File: src/rtl/myvr_fifo_pkg.sv
// Shared defaults and helpers for the myvr_fifo block.
//   MYVR_DW_DEFAULT    : default data width
//   MYVR_DEPTH_DEFAULT : default entry count
//   is_pow2()          : elaboration-time geometry check (power of two, >= 2)
package myvr_fifo_pkg;

    localparam int unsigned MYVR_DW_DEFAULT    = 32;
    localparam int unsigned MYVR_DEPTH_DEFAULT = 4;

    function automatic bit is_pow2(input int unsigned n);
        return (n >= 2) && ((n & (n - 1)) == 0);
    endfunction

endpackage

File: src/rtl/myvr_fifo_mem.sv
// DEPTH x DW register array: one enabled write port, one asynchronous read port,
// all entries cleared on reset.
//   clk, rst      : clock, async active-low reset
//   we/waddr/wdata: write port
//   raddr/rdata   : combinational read port
module myvr_fifo_mem
    import myvr_fifo_pkg::*;
#(
    parameter int unsigned DW    = MYVR_DW_DEFAULT,
    parameter int unsigned DEPTH = MYVR_DEPTH_DEFAULT,
    parameter int unsigned AW    = $clog2(DEPTH),
    parameter string       NAME  = "myvr_fifo"
) (
    input  logic          clk,
    input  logic          rst,
    input  logic          we,
    input  logic [AW-1:0] waddr,
    input  logic [DW-1:0] wdata,
    input  logic [AW-1:0] raddr,
    output logic [DW-1:0] rdata
);

    // Geometry check: pointer wrap arithmetic relies on a power-of-two depth.
    if (!is_pow2(DEPTH)) begin : g_depth_chk
        $error("%s: DEPTH must be a power of two >= 2", NAME);
    end

    logic [DW-1:0] mem [DEPTH];

    // Storage array with reset clear.
    always_ff @(posedge clk or negedge rst) begin
        if (!rst) begin
            for (int i = 0; i < int'(DEPTH); i++) begin
                mem[i] <= '0;
            end
        end else if (we) begin
            mem[waddr] <= wdata;
        end
    end

    assign rdata = mem[raddr];

endmodule

File: src/rtl/myvr_fifo.sv
// First-word-fall-through valid/ready FIFO. i_rdy, o_vld and the level flags are
// flops, so there is no combinational path from o_rdy to i_rdy.
//   clk, rst       : clock, async active-low reset
//   flush          : synchronous clear of both pointers (priority over push/pop)
//   i_vld/i_rdy/data_i : upstream handshake and word
//   o_vld/o_rdy/data_o : downstream handshake and head word
//   level/full/empty   : occupancy status
module myvr_fifo
    import myvr_fifo_pkg::*;
#(
    parameter int unsigned DW    = MYVR_DW_DEFAULT,
    parameter int unsigned DEPTH = MYVR_DEPTH_DEFAULT,
    parameter string       NAME  = "myvr_fifo",
    localparam int unsigned AW   = $clog2(DEPTH)
) (
    input  logic          clk,
    input  logic          rst,
    input  logic          flush,
    input  logic          i_vld,
    output logic          i_rdy,
    input  logic [DW-1:0] data_i,
    output logic          o_vld,
    input  logic          o_rdy,
    output logic [DW-1:0] data_o,
    output logic [AW:0]   level,
    output logic          full,
    output logic          empty
);

    localparam int unsigned PW = AW + 1;

    logic [PW-1:0] wr_ptr, rd_ptr;
    logic [PW-1:0] wr_nxt, rd_nxt, lvl_nxt;
    logic          full_nxt, empty_nxt;
    logic          push, pop, we;

    assign push = i_vld & i_rdy;
    assign pop  = o_vld & o_rdy;
    assign we   = push & ~flush;

    // Next pointers and flags; flags are registered from these.
    always_comb begin
        wr_nxt = wr_ptr;
        rd_nxt = rd_ptr;
        if (flush) begin
            wr_nxt = '0;
            rd_nxt = '0;
        end else begin
            if (push) wr_nxt = wr_ptr + PW'(1);
            if (pop)  rd_nxt = rd_ptr + PW'(1);
        end
        lvl_nxt   = wr_nxt - rd_nxt;
        empty_nxt = (wr_nxt == rd_nxt);
        full_nxt  = (wr_nxt[AW] != rd_nxt[AW]) && (wr_nxt[AW-1:0] == rd_nxt[AW-1:0]);
    end

    // Pointer and status registers.
    always_ff @(posedge clk or negedge rst) begin
        if (!rst) begin
            wr_ptr <= '0;
            rd_ptr <= '0;
            level  <= '0;
            empty  <= 1'b1;
            full   <= 1'b0;
            o_vld  <= 1'b0;
            i_rdy  <= 1'b1;
        end else begin
            wr_ptr <= wr_nxt;
            rd_ptr <= rd_nxt;
            level  <= lvl_nxt;
            empty  <= empty_nxt;
            full   <= full_nxt;
            o_vld  <= ~empty_nxt;
            i_rdy  <= ~full_nxt;
        end
    end

    myvr_fifo_mem #(
        .DW    (DW),
        .DEPTH (DEPTH),
        .AW    (AW),
        .NAME  (NAME)
    ) u_mem (
        .clk   (clk),
        .rst   (rst),
        .we    (we),
        .waddr (wr_ptr[AW-1:0]),
        .wdata (data_i),
        .raddr (rd_ptr[AW-1:0]),
        .rdata (data_o)
    );

endmodule

File: config.mk
export PLATFORM = sky130hd
export DESIGN_NAME = myvr_fifo
export DESIGN_NICKNAME = d
export VERILOG_FILES = /design/src/rtl/myvr_fifo_pkg.sv /design/src/rtl/myvr_fifo_mem.sv /design/src/rtl/myvr_fifo.sv
export SDC_FILE = /design/constraint.sdc
export NUM_CORES = 1
export LEC_CHECK = 0
export CELL_PAD_IN_SITES_DETAIL_PLACEMENT = 1
export CELL_PAD_IN_SITES_GLOBAL_PLACEMENT = 2
export CORE_MARGIN = 4
export CORE_UTILIZATION = 41
export CTS_CLUSTER_DIAMETER = 40
export DETAILED_ROUTE_END_ITERATION = 6
export PLACE_DENSITY = 0.9
export SLEW_MARGIN = 10
export SYNTH_ARGS = -nofsm -noshare
export SYNTH_HDL_FRONTEND = slang
export SYNTH_SLANG_ARGS = --single-unit
File: constraint.sdc
create_clock -name clk -period 2.5 [get_ports clk]
set_clock_uncertainty 0.05 [all_clocks]
set_input_delay 0.625 -clock clk [delete_from_list [all_inputs] [get_ports clk]]
set_output_delay 0.625 -clock clk [all_outputs]
set_load 0.005 [all_outputs]
==> impl_metrics.toml, run 1 <==
[status]
status = "finished, violations left"
violations = "setup timing"

[drt]
drc_errors = 0
drt_iter0_markers = 85
wl_per_cell_um = 20.9
wirelength_mm = 13.8
vias = 3455
via_per_inst = 5.21
drt_first_pass_iters = 4
antenna_left = 0

[pwr]
power_mw = 8.18
swShare_pct = 25.3
combPwrFrac_pct = 26.6
power_density_mw_per_mm2 = 1040
internal-power_mw = 6.11
peakVddDrop_v = 0.000552
netSwitchingPower_mw = 2.07
pwr-share-clk_pct = 32.5
seq_power_share_pct = 40.9
p_leak_nw = 3.55

[synth]
synth.most_common_cell = "dfrtp_1"
ys_top_cells_by_count = "139 x dfrtp_1, 121 x mux2_2, 32 x mux4_2"
avgSynthCellArea_um2 = 16.7
yosysUniqueCellTypes = 20
yosysWarnings = 0
netlist_area_mm2 = 0.00611
synth_nets = 411
synth_area_leaders = "dfrtp_1 57%, mux2_2 22%, mux4_2 12%, mux2_1 1.7%, ha_1 1.4%"
ys_seq_elements = 141
netlist_instances = 366
yosys.area.top_type_share_pct = 57.0
synthFlopType = "dfrtp_1"
synth-seq-area-share_pct = 57.8
ys_async_sr_fraction_pct = 100
synth-edff-count = 0
yosysTopAreaCell = "dfrtp_1"

[placed_design]
dp.cells = 622
placed_area_mm2 = 0.00721
io_buffers = 75
place_congestion = 0.719
hpwl_mm = 8.54

[worst_setup_path]
crit_path_frequent_cell = "buf_12"
cp-end-kind = "output pin"
cp_data_required_time_ps = 1820
critPathMaxFanout = 5
ff2ff_path_depth = 9
start_kind = "register"
critical_path.max_stage_delay_ps = 500
critPathKind = "register to output pin"
cpMaxStageDelayCell = "mux4_2"
crit_arrival_ps = 1830
r2r_setup_slack_ps = 260
crit_chain = "buf_12 -> buf_12 -> buf_16 -> mux4_2 -> buf_2"

[clock_network]
cts.clk_slew.worst_paths_ps = 60
cts_buffer_depth = 2
cts_tree = "built"
cts_buffers = 17
h-tree-depth = 4
cts-root-buf = "clkbuf_16"
clock_latency_ps = 420
cts.sink_count = 141

[final_layout]
multiInputGateArea_mm2 = 0.00246
seqCellArea_mm2 = 0.00353
fin_area_mm2 = 0.00784
fin_nets = 511
final_cell_count_no_fill = 663
syn2layout_area_growth_pct = 28.4
drive_gt1_share_pct = 53.0
nFillCells = 1370
diodes = 0

[die]
die_area_mm2 = 0.0169
chipHeight_um = 130
start_util_pct = 42.0
io_pins = 76
die_x_um = 130
core_mm2 = 0.0145
row_count = 44

[global_routing]
grt_pass1_wl_mm = 22.5
grt_max_degree = 52
track_usage_pct = 17.9
grt_pass1_vias = 4117
antenna_found_initial = 0
grt-ovfl-total = 0

[timing]
rsz0062_at_grt = "true"
slew_headroom_pct = 66.7
worstMarginPinSlew_ps = 499
fin_crit_sh_pct = 100
whs_ps = 108
final-setup-viol-count = 1
hold_viol = 0
tns_ps = -5.82
period_needed_ps = 2510
slew_violations = 0
fmax_mhz = 399
setup_ws_ps = -5.82

[min_path]
hold_class = "primary input to asynchronous set/reset pin"

[flow_run]
drv_cap = 0
## power groups by stage
stage               combinational [mW]  sequential [mW]  clock [mW]
floorplan                         1.30             3.23           0
global placement                  2.18             3.29           0
detailed placement                2.25             3.37           0
CTS                               2.30             3.35        2.73
global route                      2.38             3.43        2.83
finish                            2.17             3.35        2.66
## state kept, by name, indices dropped and copies added, names as in the netlist
register / count
wr_ptr: 3
o_vld: 1
u_mem.mem: 128
rd_ptr: 3
full: 1
level: 3
i_rdy: 1
empty: 1
## routing by layer
layer	vias up	wire length, um	global-route usage (%)
met5	-	0	0
met4	0	276	7.03
met3	15	479	4.26
met2	62	7140	30.2
met1	1840	5940	22.3
li1	1538	-	-
## through the flow
stage	utilization [%]	setup WS [ps]
after floorplan	-	455
after detailed placement	49.6	-41.0
after CTS	54.6	-43.4
final	53.9	-5.82
after global placement	49.6	-27.2
after global routing	53.9	-59.4
## critical path, delay by kind of cell (launching register included)
| family | cells | cell delay (ps) |
|---|---|---|
| buffers and inverters | 4 | 500 |
| DFF | 1 | 410 |
| muxes | 1 | 500 |
## logic make-up after synthesis
kind of cell	count (synthesis)	synth area share (%)
mux	164	36.1
flops	141	57.8
buf+inv	27	1.99
simple gates	22	1.74
fa+ha+maj	8	1.76
xor+xnor	4	0.574
## cell type report
cell class | instances | area share (%)
clock buffer | 20 | 5.83
clock inverter | 12 | 2.14
inverter | 7 | 0.335
multi-input combinational | 198 | 31.4
sequential | 141 | 45.1
tap | 184 | 2.94
timing repair buffer | 101 | 12.3
## path summary, 6_finish.rpt
| path | start | endpoint |
|---|---|---|
| max | rd_ptr[0] | data_o[18] |
| min | rst | u_mem.mem[106] |
| max reg2reg | rd_ptr[0] | o_vld |
| min reg2reg | u_mem.mem[14] | u_mem.mem[14] |
| max in group asynchronous | rst | u_mem.mem[105] |
| min in group clk | u_mem.mem[14] | u_mem.mem[14] |
## cell usage in the layout (no fill, tap or decap), drive strengths merged, types with 3 or more instances in the layout
master,instances
clkbuf,32
nor2b,3
buf,46
dfrtp,139
mux2,130
nand3,3
mux4,32
xor2,3
clkdlybuf4s50,42
nor2,5
ha,7
clkinv,8
or2,4
inv,7
bufinv,4
nand2,7
## timing repair
| action | in CTS | in global routing |
|---|---|---|
| buffers inserted | 9 | 0 |
| gates cloned | 2 | 0 |
| endpoints found under the hold margin | 0 | 0 |
| hold buffers | 0 | 0 |
| setup endpoints to repair | 32 | 27 |
| resized for setup | 107 | 13 |
No activity file was read; power rests on OpenSTA's default activity.
==> run 2: changes to the inputs <==
--- a/config.mk
+++ b/config.mk
@@ -7,7 +7,6 @@
 export LEC_CHECK = 0
 export CELL_PAD_IN_SITES_DETAIL_PLACEMENT = 1
 export CELL_PAD_IN_SITES_GLOBAL_PLACEMENT = 2
-export CORE_MARGIN = 4
 export CORE_UTILIZATION = 41
 export CTS_CLUSTER_DIAMETER = 40
 export DETAILED_ROUTE_END_ITERATION = 6
==> run 2 against run 1 <==
Against the previous run:
- sequential share of layout area decreased by 0.065 points
- maximum frequency increased by 0.50%
- largest power group unchanged
- critical path depth decreased by 1
- critical path type unchanged
- final cell count unchanged
- via count increased by 1.2%
- power decreased by 0.38%
- the run now ends clean
- design area increased by 0.14%
==> impl_metrics.toml, run 2 (synthesis gave the netlist of run 1 again) <==
[status]
status = "completed"

[final_layout]
drive_gt1_share_pct = 52.0
final_cell_count_no_fill = 663
diodes = 0
syn2layout_area_growth_pct = 28.6
largest_reg_flops = 128
final_common_cell = "dfrtp_1"
finish.utilization_pct = 54.0
fin_nets = 511
max_flop_register = "u_mem.mem"
final_cell_mix = "137 x dfrtp_1, 121 x mux2_2, 42 x clkdlybuf4s50_1"
nFillCells = 1391

[global_routing]
grt_pass1_vias = 4076
grt-ovfl-total = 0
track_usage_pct = 20.3
grt_pass1_wl_mm = 22.5
grt_max_degree = 58
antenna_found_initial = 0

[clock_network]
cts.sink_count = 141
cts-root-buf = "clkbuf_16"
cts_buffer_depth = 2
clock_latency_ps = 410
h-tree-depth = 4
cts_buffers = 17
cts_tree = "built"
cts.clk_slew.worst_paths_ps = 60

[drt]
antenna_left = 0
drc_errors = 0
wirelength_mm = 13.9
wl_per_cell_um = 21.0
drt_first_pass_iters = 4
via_per_inst = 5.27
vias = 3495
drt_iter0_markers = 117

[flow_run]
drv_cap = 0

[worst_setup_path]
cp_data_required_time_ps = 1820
crit_arrival_ps = 1820
critPathKind = "register to output pin"
crit_chain = "buf_4 -> buf_16 -> mux4_2 -> clkdlybuf4s15_2"
critPathMaxFanout = 5
reg2reg_from = "rd_ptr[0]"
cp.buffers_inverters = 3
start_kind = "register"
startpoint = "rd_ptr[0]"
critPathTopFamily = "buffers and inverters"
cpMaxStageDelayCell = "mux4_2"
critical_path.max_stage_delay_ps = 480
cp-end-kind = "output pin"

[die]
io_pins = 76
chipHeight_um = 124
row_count = 44
start_util_pct = 42.0
die_x_um = 124
die_area_mm2 = 0.0154
core_mm2 = 0.0145

[pwr]
swShare_pct = 25.4
internal-power_mw = 6.08
power_density_mw_per_mm2 = 1040
peakVddDrop_v = 0.000544
netSwitchingPower_mw = 2.07
combPwrFrac_pct = 26.5
pwr-share-clk_pct = 32.2
seq_power_share_pct = 41.2
p_leak_nw = 3.54

[min_path]
hold_class = "primary input to asynchronous set/reset pin"

[timing]
fmax_mhz = 401
final-setup-viol-count = 0
rsz0062_at_grt = "true"
slew_headroom_pct = 62.3
period_needed_ps = 2490
fin_crit_sh_pct = 99.7
hold_viol = 0
slew_violations = 0
worstMarginPinSlew_ps = 566

[placed_design]
place_congestion = 0.722
dp.cells = 623
hpwl_mm = 8.58
io_buffers = 75
[run 2: cell count changes in the layout (fill, tap and decap cells not counted), sizes merged]
cell / previous run / this run
buf: 46 / 49
clkbuf: 32 / 26
clkdlybuf4s15: 1 / 5
clkinv: 8 / 4
clkinvlp: 0 / 3
[run 2: per-layer routing]
| metal | vias to the layer above | track usage, % | wire length (um) |
|---|---|---|---|
| li1 | 1546 | - | - |
| met1 | 1867 | 23.5 | 5600 |
| met2 | 63 | 37.5 | 7700 |
| met3 | 19 | 3.89 | 434 |
| met4 | 0 | 6.47 | 187 |
| met5 | - | 0 | 0 |
[run 2: cell type report]
type	instances	area, um2	area share (%)
Clock buffer	21	450	5.74
Timing Repair Buffer	101	980	12.5
Sequential cell	141	3530	45.0
Tap cell	184	230	2.93
Clock inverter	11	166	2.12
Multi-Input combinational cell	198	2460	31.4
Inverter	7	26.3	0.335
[run 2: per-stage QoR]
stage / total power [mW] / cell area, um2 / setup WS, ps / setup TNS [ps] / hold slack (ps)
floorplan: 4.53 / 6110 / 455 / 0 / 279
global placement: 5.46 / 7240 / -31.8 / -31.8 / 419
detailed placement: 5.63 / 7240 / -123 / -205 / 430
CTS: 8.33 / 7940 / -24.3 / -63.2 / 152
global route: 8.58 / 7850 / -55.8 / -275 / 177
finish: 8.15 / 7850 / 6.68 / 0 / 135
[run 2: what timing repair did]
item,in CTS,in global routing
hold buffers,0,0
gates cloned,4,0
resized for setup,114,7
setup endpoints to repair,32,27
buffers inserted,8,0
[run 2: worst paths after layout]
| check | cells after the start | slack, ps | endpoint |
|---|---|---|---|
| hold reg to reg | 1 | 440 | u_mem.mem[16] |
| max in group asynchronous | 2 | 1590 | wr_ptr[1] |
| min in group clk | 1 | 440 | u_mem.mem[16] |
| hold / removal | 1 | 130 | u_mem.mem[74] |
| setup reg to reg | 7 | 420 | o_vld |
| setup / recovery | 4 | 7 | data_o[20] |
[run 2: worst reg2reg max path: stages, from the launching register on]
cell and delay, ps:
dfrtp_2 440, buf_4 210, ha_1 300, mux2i_1 70, or2_2 300, ha_1 310
nand2_1 90, or2_1 210
[run 2: power groups by stage]
stage	Clock [mW]	Combinational [mW]	Sequential, mW
after floorplan	0	1.30	3.23
after global placement	0	2.17	3.30
after detailed placement	0	2.25	3.38
after CTS	2.67	2.30	3.36
after global routing	2.77	2.37	3.45
final	2.63	2.16	3.36
==> variant 1: new RTL, config.mk and constraints of run 1 <==
Put one more register stage on the output `level`, with the module's reset. The value now appears one clock later. The other outputs are not delayed to match.
--- a/src/rtl/myvr_fifo.sv
+++ b/src/rtl/myvr_fifo.sv
@@ -31,2 +31,4 @@
 
+    logic [AW:0] level_s0;
+
     logic [PW-1:0] wr_ptr, rd_ptr;
@@ -61,3 +63,3 @@
             rd_ptr <= '0;
-            level  <= '0;
+            level_s0 <= '0;
             empty  <= 1'b1;
@@ -69,3 +71,3 @@
             rd_ptr <= rd_nxt;
-            level  <= lvl_nxt;
+            level_s0 <= lvl_nxt;
             empty  <= empty_nxt;
@@ -92,2 +94,10 @@
 
+    always_ff @(posedge clk or negedge rst) begin
+        if (!rst) begin
+            level <= '0;
+        end else begin
+            level <= level_s0;
+        end
+    end
+
 endmodule
Function: changed (Yosys sat finds a counterexample within 4 cycles, from zero or initial values and one cycle with rst low).
==> variant 1 against run 1 <==
The run still ends with negative setup slack left; sequential power up 2%; sequential cell count up 3; via count up 3.0%; non-clock buffer count up 5; combinational power up 5%; synthesized area up 1.2%; worst setup slack worse by 0.014 ns; power up 0.84%; wire length up 2.4%; design area up 2.4%.
==> variant 1: results (changes against run 1) <==
status finished, violations left (unchanged); failing checks negative setup slack (unchanged); max reg flops 128 (unchanged); Reg-to-Reg Start rd_ptr[0]$_DFF_PN0_ (unchanged); share of cells above drive strength 1 53.5% (was 53.0%); Setup WS pre-CTS -0.0975 ns (was -0.0410 ns); wire length per cell 21.1 um (was 20.9 um); final setup margin -0.0201 ns (was -0.00582 ns); HPWL after DPL 8.86 mm (was 8.54 mm); largest net degree at the start of global routing 62 (was 52); fill count 1399 (was 1370); Leak 0.00364 uW (was 0.00355 uW); first-pass GRT wire length 22.7 mm (was 22.5 mm); arrival time worst endpoint 1.85 ns (was 1.83 ns); Least-Margin Pin Slew 0.594 ns (was 0.499 ns); fin nets 519 (was 511); DR iter-0 viols 139 (was 85); Routability Congestion 0.682 (was 0.719); VDD IR-drop max 536 uV (was 552 uV); Syn Nets 414 (was 411); Via-to-Cell Ratio 5.31 (was 5.21); gr usage total 17.8% (was 17.9%); largest cells by area after synthesis dfrtp_1 (57%), mux2_2 (22%), mux4_2 (12%) (unchanged); synth cell count leaders dfrtp_1 (142), mux2_2 (121), mux4_2 (32), buf_2 (17), mux2_1 (9) (was dfrtp_1 (139), mux2_2 (121), mux4_2 (32), buf_2 (16), mux2_1 (9)); vias in the first global route 4121 (was 4117); final setup fails 7 (was 1)
-- variant 1: changes by cell type in the layout (fill, tap and decap cells not counted), sizes merged --
cell / before / now
bufinv: 4 / 3
dfrtp: 139 / 142
clkinvlp: 0 / 1
clkdlybuf4s15: 1 / 0
clkbuf: 32 / 29
buf: 46 / 54
-- variant 1: path summary, 6_finish.rpt --
check	slack [ns]	to	cells past startpoint
worst max-delay path	-0.02	data_o[2]	5
worst min-delay path	0.15	u_mem.mem[99]$_DFFE_PN0P_	1
worst max register to register	0.25	o_vld$_DFF_PN0_	9
worst min register to register	0.30	level[0]$_DFF_PN0_	0
max in group asynchronous	1.58	u_mem.mem[111]$_DFFE_PN0P_	2
min in group clk	0.30	level[0]$_DFF_PN0_	0
-- variant 1: final cells by class --
type / count / area share [%]
Clock buffer: 19 / 5.64
Inverter: 7 / 0.327
Tap cell: 184 / 2.87
Sequential cell: 144 / 44.9
Clock inverter: 12 / 1.76
Timing Repair Buffer: 106 / 13.8
Multi-Input combinational cell: 198 / 30.7
-- variant 1: what timing repair did --
item / in CTS / in global routing
endpoints found under the hold margin: 0 / 0
resized for setup: 116 / 10
buffers inserted: 10 / 1
cloned: 2 / 1
setup endpoints to repair: 32 / 21
hold buffers: 0 / 0
-- variant 1: cells by family after synthesis --
logic type / share of synthesized area, %
buffers and inverters: 1.98
XOR/XNOR: 0.567
multiplexers: 35.7
flip-flops: 58.3
AND/OR/NAND/NOR: 1.72
adder cells (fa/ha/maj): 1.74
-- variant 1: routing by layer --
metal	wire length (um)	up-vias	global-route usage [%]	share of wire (%)
met2	7730	62	32.0	55
met4	150	0	4.30	1.1
li1	-	1564	-	-
met3	494	11	4.51	3.5
met5	0	-	0	0
met1	5800	1921	21.4	41
-- variant 1: where the power goes --
part | internal, uW | switching [uW]
logic | 1490 | 796
clock network | 1600 | 935
registers | 3060 | 373
total | 6150 | 2100
-- variant 1: stage by stage --
step                TNS (ns)  util, %  cell area, um2  std cells
floorplan                  0        -            6180        369
global placement     -0.0406     50.2            7350        625
detailed placement    -0.118     50.2            7350        625
CTS                   -0.408     54.8            8030        668
global route          -0.802     54.8            8030        670
finish               -0.0584     54.8            8030        670
==> variant 2: new RTL, flow settings as in run 1 <==
Made on the original files. Set the package constant `MYVR_DW_DEFAULT` to 16 (it was 32).
--- a/src/rtl/myvr_fifo_pkg.sv
+++ b/src/rtl/myvr_fifo_pkg.sv
@@ -6,3 +6,3 @@
 
-    localparam int unsigned MYVR_DW_DEFAULT    = 32;
+    localparam int unsigned MYVR_DW_DEFAULT    = 16;
     localparam int unsigned MYVR_DEPTH_DEFAULT = 4;
Interface: changed (resized data_i and data_o); port bits go from 76 to 44. No check against the original RTL was run, so the function may have changed too.
==> variant 2 against run 1 <==
Die area shrank 42%; non-clock buffer count shrank 42; worst setup slack gained 0.063 ns; sequential cell count shrank 64; power shrank 51%; combinational power shrank 45%; wire length shrank 48%; design area shrank 45%; synthesized area shrank 44%; cell count shrank 43%; largest cell class unchanged; register-to-register slack gained 0.22 ns; highest routed layer unchanged; worst hold slack gained 0.047 ns.
==> variant 2: results (changes against run 1) <==
status finished clean (was finished, violations left); Num CTS Buffers 9 (was 17); synth cell count leaders dfrtp_1 (75), mux2_2 (65), mux4_2 (16), ha_1 (7), inv_1 (7) (was dfrtp_1 (139), mux2_2 (121), mux4_2 (32), buf_2 (16), mux2_1 (9)); Routability Congestion 0.745 (was 0.719); Vias 1961 (was 3455); Worst path slowest cell mux4_2 (unchanged); post-synthesis sequential area ratio 56.8% (was 57.8%); VDD IR-drop max 402 uV (was 552 uV); max reg flops 64 (was 128); HP Class primary input to async pin (unchanged); Yosys cell types 23 (was 20); first-pass GRT wire length 11.9 mm (was 22.5 mm); Fin Hold WS 0.154 ns (was 0.108 ns); Async S/R FF share, synth 100% (unchanged); largest reg by FF count u_mem.mem (unchanged); Leak 0.00199 uW (was 0.00355 uW); gr usage total 15.9% (was 17.9%); first drt pass iteration count 4 (unchanged); dpl cell area 4080 um2 (was 7210 um2); initial antenna violation count 0 (unchanged); cell family with most CP delay buffers and inverters (unchanged); Mapped Cells 210 (was 366); largest net degree at the start of global routing 49 (was 52); final setup fails 0 (was 1); H-tree Lvls 3 (was 4); share of cells above drive strength 1 45.5% (was 53.0%); CP peak stage delay 0.48 ns (was 0.50 ns); fin nets 301 (was 511); Slew HR 71.4% (was 66.7%); Clk Latency, worst-skew pair 0.34 ns (was 0.42 ns); worst-path fanout max 6 (was 5); Reg clk slew, reported paths 0.09 ns (was 0.06 ns); DR iter-0 viols 53 (was 85); largest cells by area after synthesis dfrtp_1 (55%), mux2_2 (22%), mux4_2 (11%) (was dfrtp_1 (57%), mux2_2 (22%), mux4_2 (12%)); top-count cell post-synth dfrtp_1 (unchanged); post-route non-filler standard cell count 379 (was 663); Warnings, synthesis 0 (unchanged); Syn Nets 239 (was 411); Int Power 2900 uW (was 6110 uW); Layout area overhead 27.4% (was 28.4%); dpl cells 360 (was 622); CTS Root Cell clkbuf_8 (was clkbuf_16); wire length per cell 19.1 um (was 20.9 um); clock buffer depth 2 (unchanged); arrival time worst endpoint 1.77 ns (was 1.83 ns); HPWL after DPL 4.78 mm (was 8.54 mm); fill count 770 (was 1370); diode count 0 (unchanged); reg2reg setup slack 0.48 ns (was 0.26 ns); Port Buffer Count 43 (was 75); ys flop type dfrtp_1 (unchanged); vias in the first global route 2245 (was 4117)
## variant 2: worst register-to-register path, delay by kind of cell (launching register included)
kind | cells | cell delay [ns]
adder cells (fa/ha/maj) | 2 | 0.56
buffers and inverters | 2 | 0.27
flip-flops | 1 | 0.40
multiplexers | 1 | 0.05
AND/OR/NAND/NOR | 3 | 0.57
## variant 2: cell type report
type	instances	share of cell area, %
Tap cell	102	2.95
Timing Repair Buffer	59	14.7
Clock inverter	6	1.62
Multi-Input combinational cell	118	32.3
Clock buffer	10	3.18
Inverter	7	0.607
Sequential cell	77	44.6
## variant 2: cells by family after synthesis
logic type,after synthesis,share of synthesized area [%]
adder cells (fa/ha/maj),8,3.17
AND/OR/NAND/NOR,22,3.57
XOR/XNOR,4,1.25
multiplexers,84,33.2
flip-flops,77,56.8
buffers and inverters,15,1.99
## variant 2: repair_timing
item	4_1_cts	5_1_grt
endpoints found under the setup margin	16	6
cloned	0	1
resized for setup	16	5
buffers inserted	0	2
## variant 2: path summary, 6_finish.rpt
path | start | to | depth (start not counted)
worst max-delay path | rd_ptr[0]$_DFF_PN0_ | data_o[12] | 4
worst min-delay path | rst | u_mem.mem[50]$_DFFE_PN0P_ | 1
worst max register to register | rd_ptr[0]$_DFF_PN0_ | o_vld$_DFF_PN0_ | 8
worst min register to register | u_mem.mem[26]$_DFFE_PN0P_ | u_mem.mem[26]$_DFFE_PN0P_ | 1
max in group asynchronous | rst | u_mem.mem[12]$_DFFE_PN0P_ | 2
min in group clk | u_mem.mem[26]$_DFFE_PN0P_ | u_mem.mem[26]$_DFFE_PN0P_ | 1
## variant 2: power groups by stage
stage	combinational [uW]	clock (uW)	sequential (uW)
floorplan	701	0	1760
CTS	1170	1010	1810
global route	1300	1070	1850
global placement	1200	0	1800
finish	1190	976	1810
detailed placement	1240	0	1830
## variant 2: routing by layer
layer / routed length, um / vias to the layer above / GRT usage (%)
met5: 0 / - / 0
met1: 3150 / 1036 / 20.5
met4: 147 / 0 / 6.62
met3: 236 / 9 / 3.26
li1: - / 882 / -
met2: 3700 / 34 / 26.1
## variant 2: stage by stage
step	setup slack, ns	setup TNS [ns]
floorplan	0.430	0
global placement	-0.0455	-0.0455
detailed placement	-0.102	-0.152
CTS	-0.0748	-0.0748
global route	-0.0175	-0.0491
finish	0.0575	0
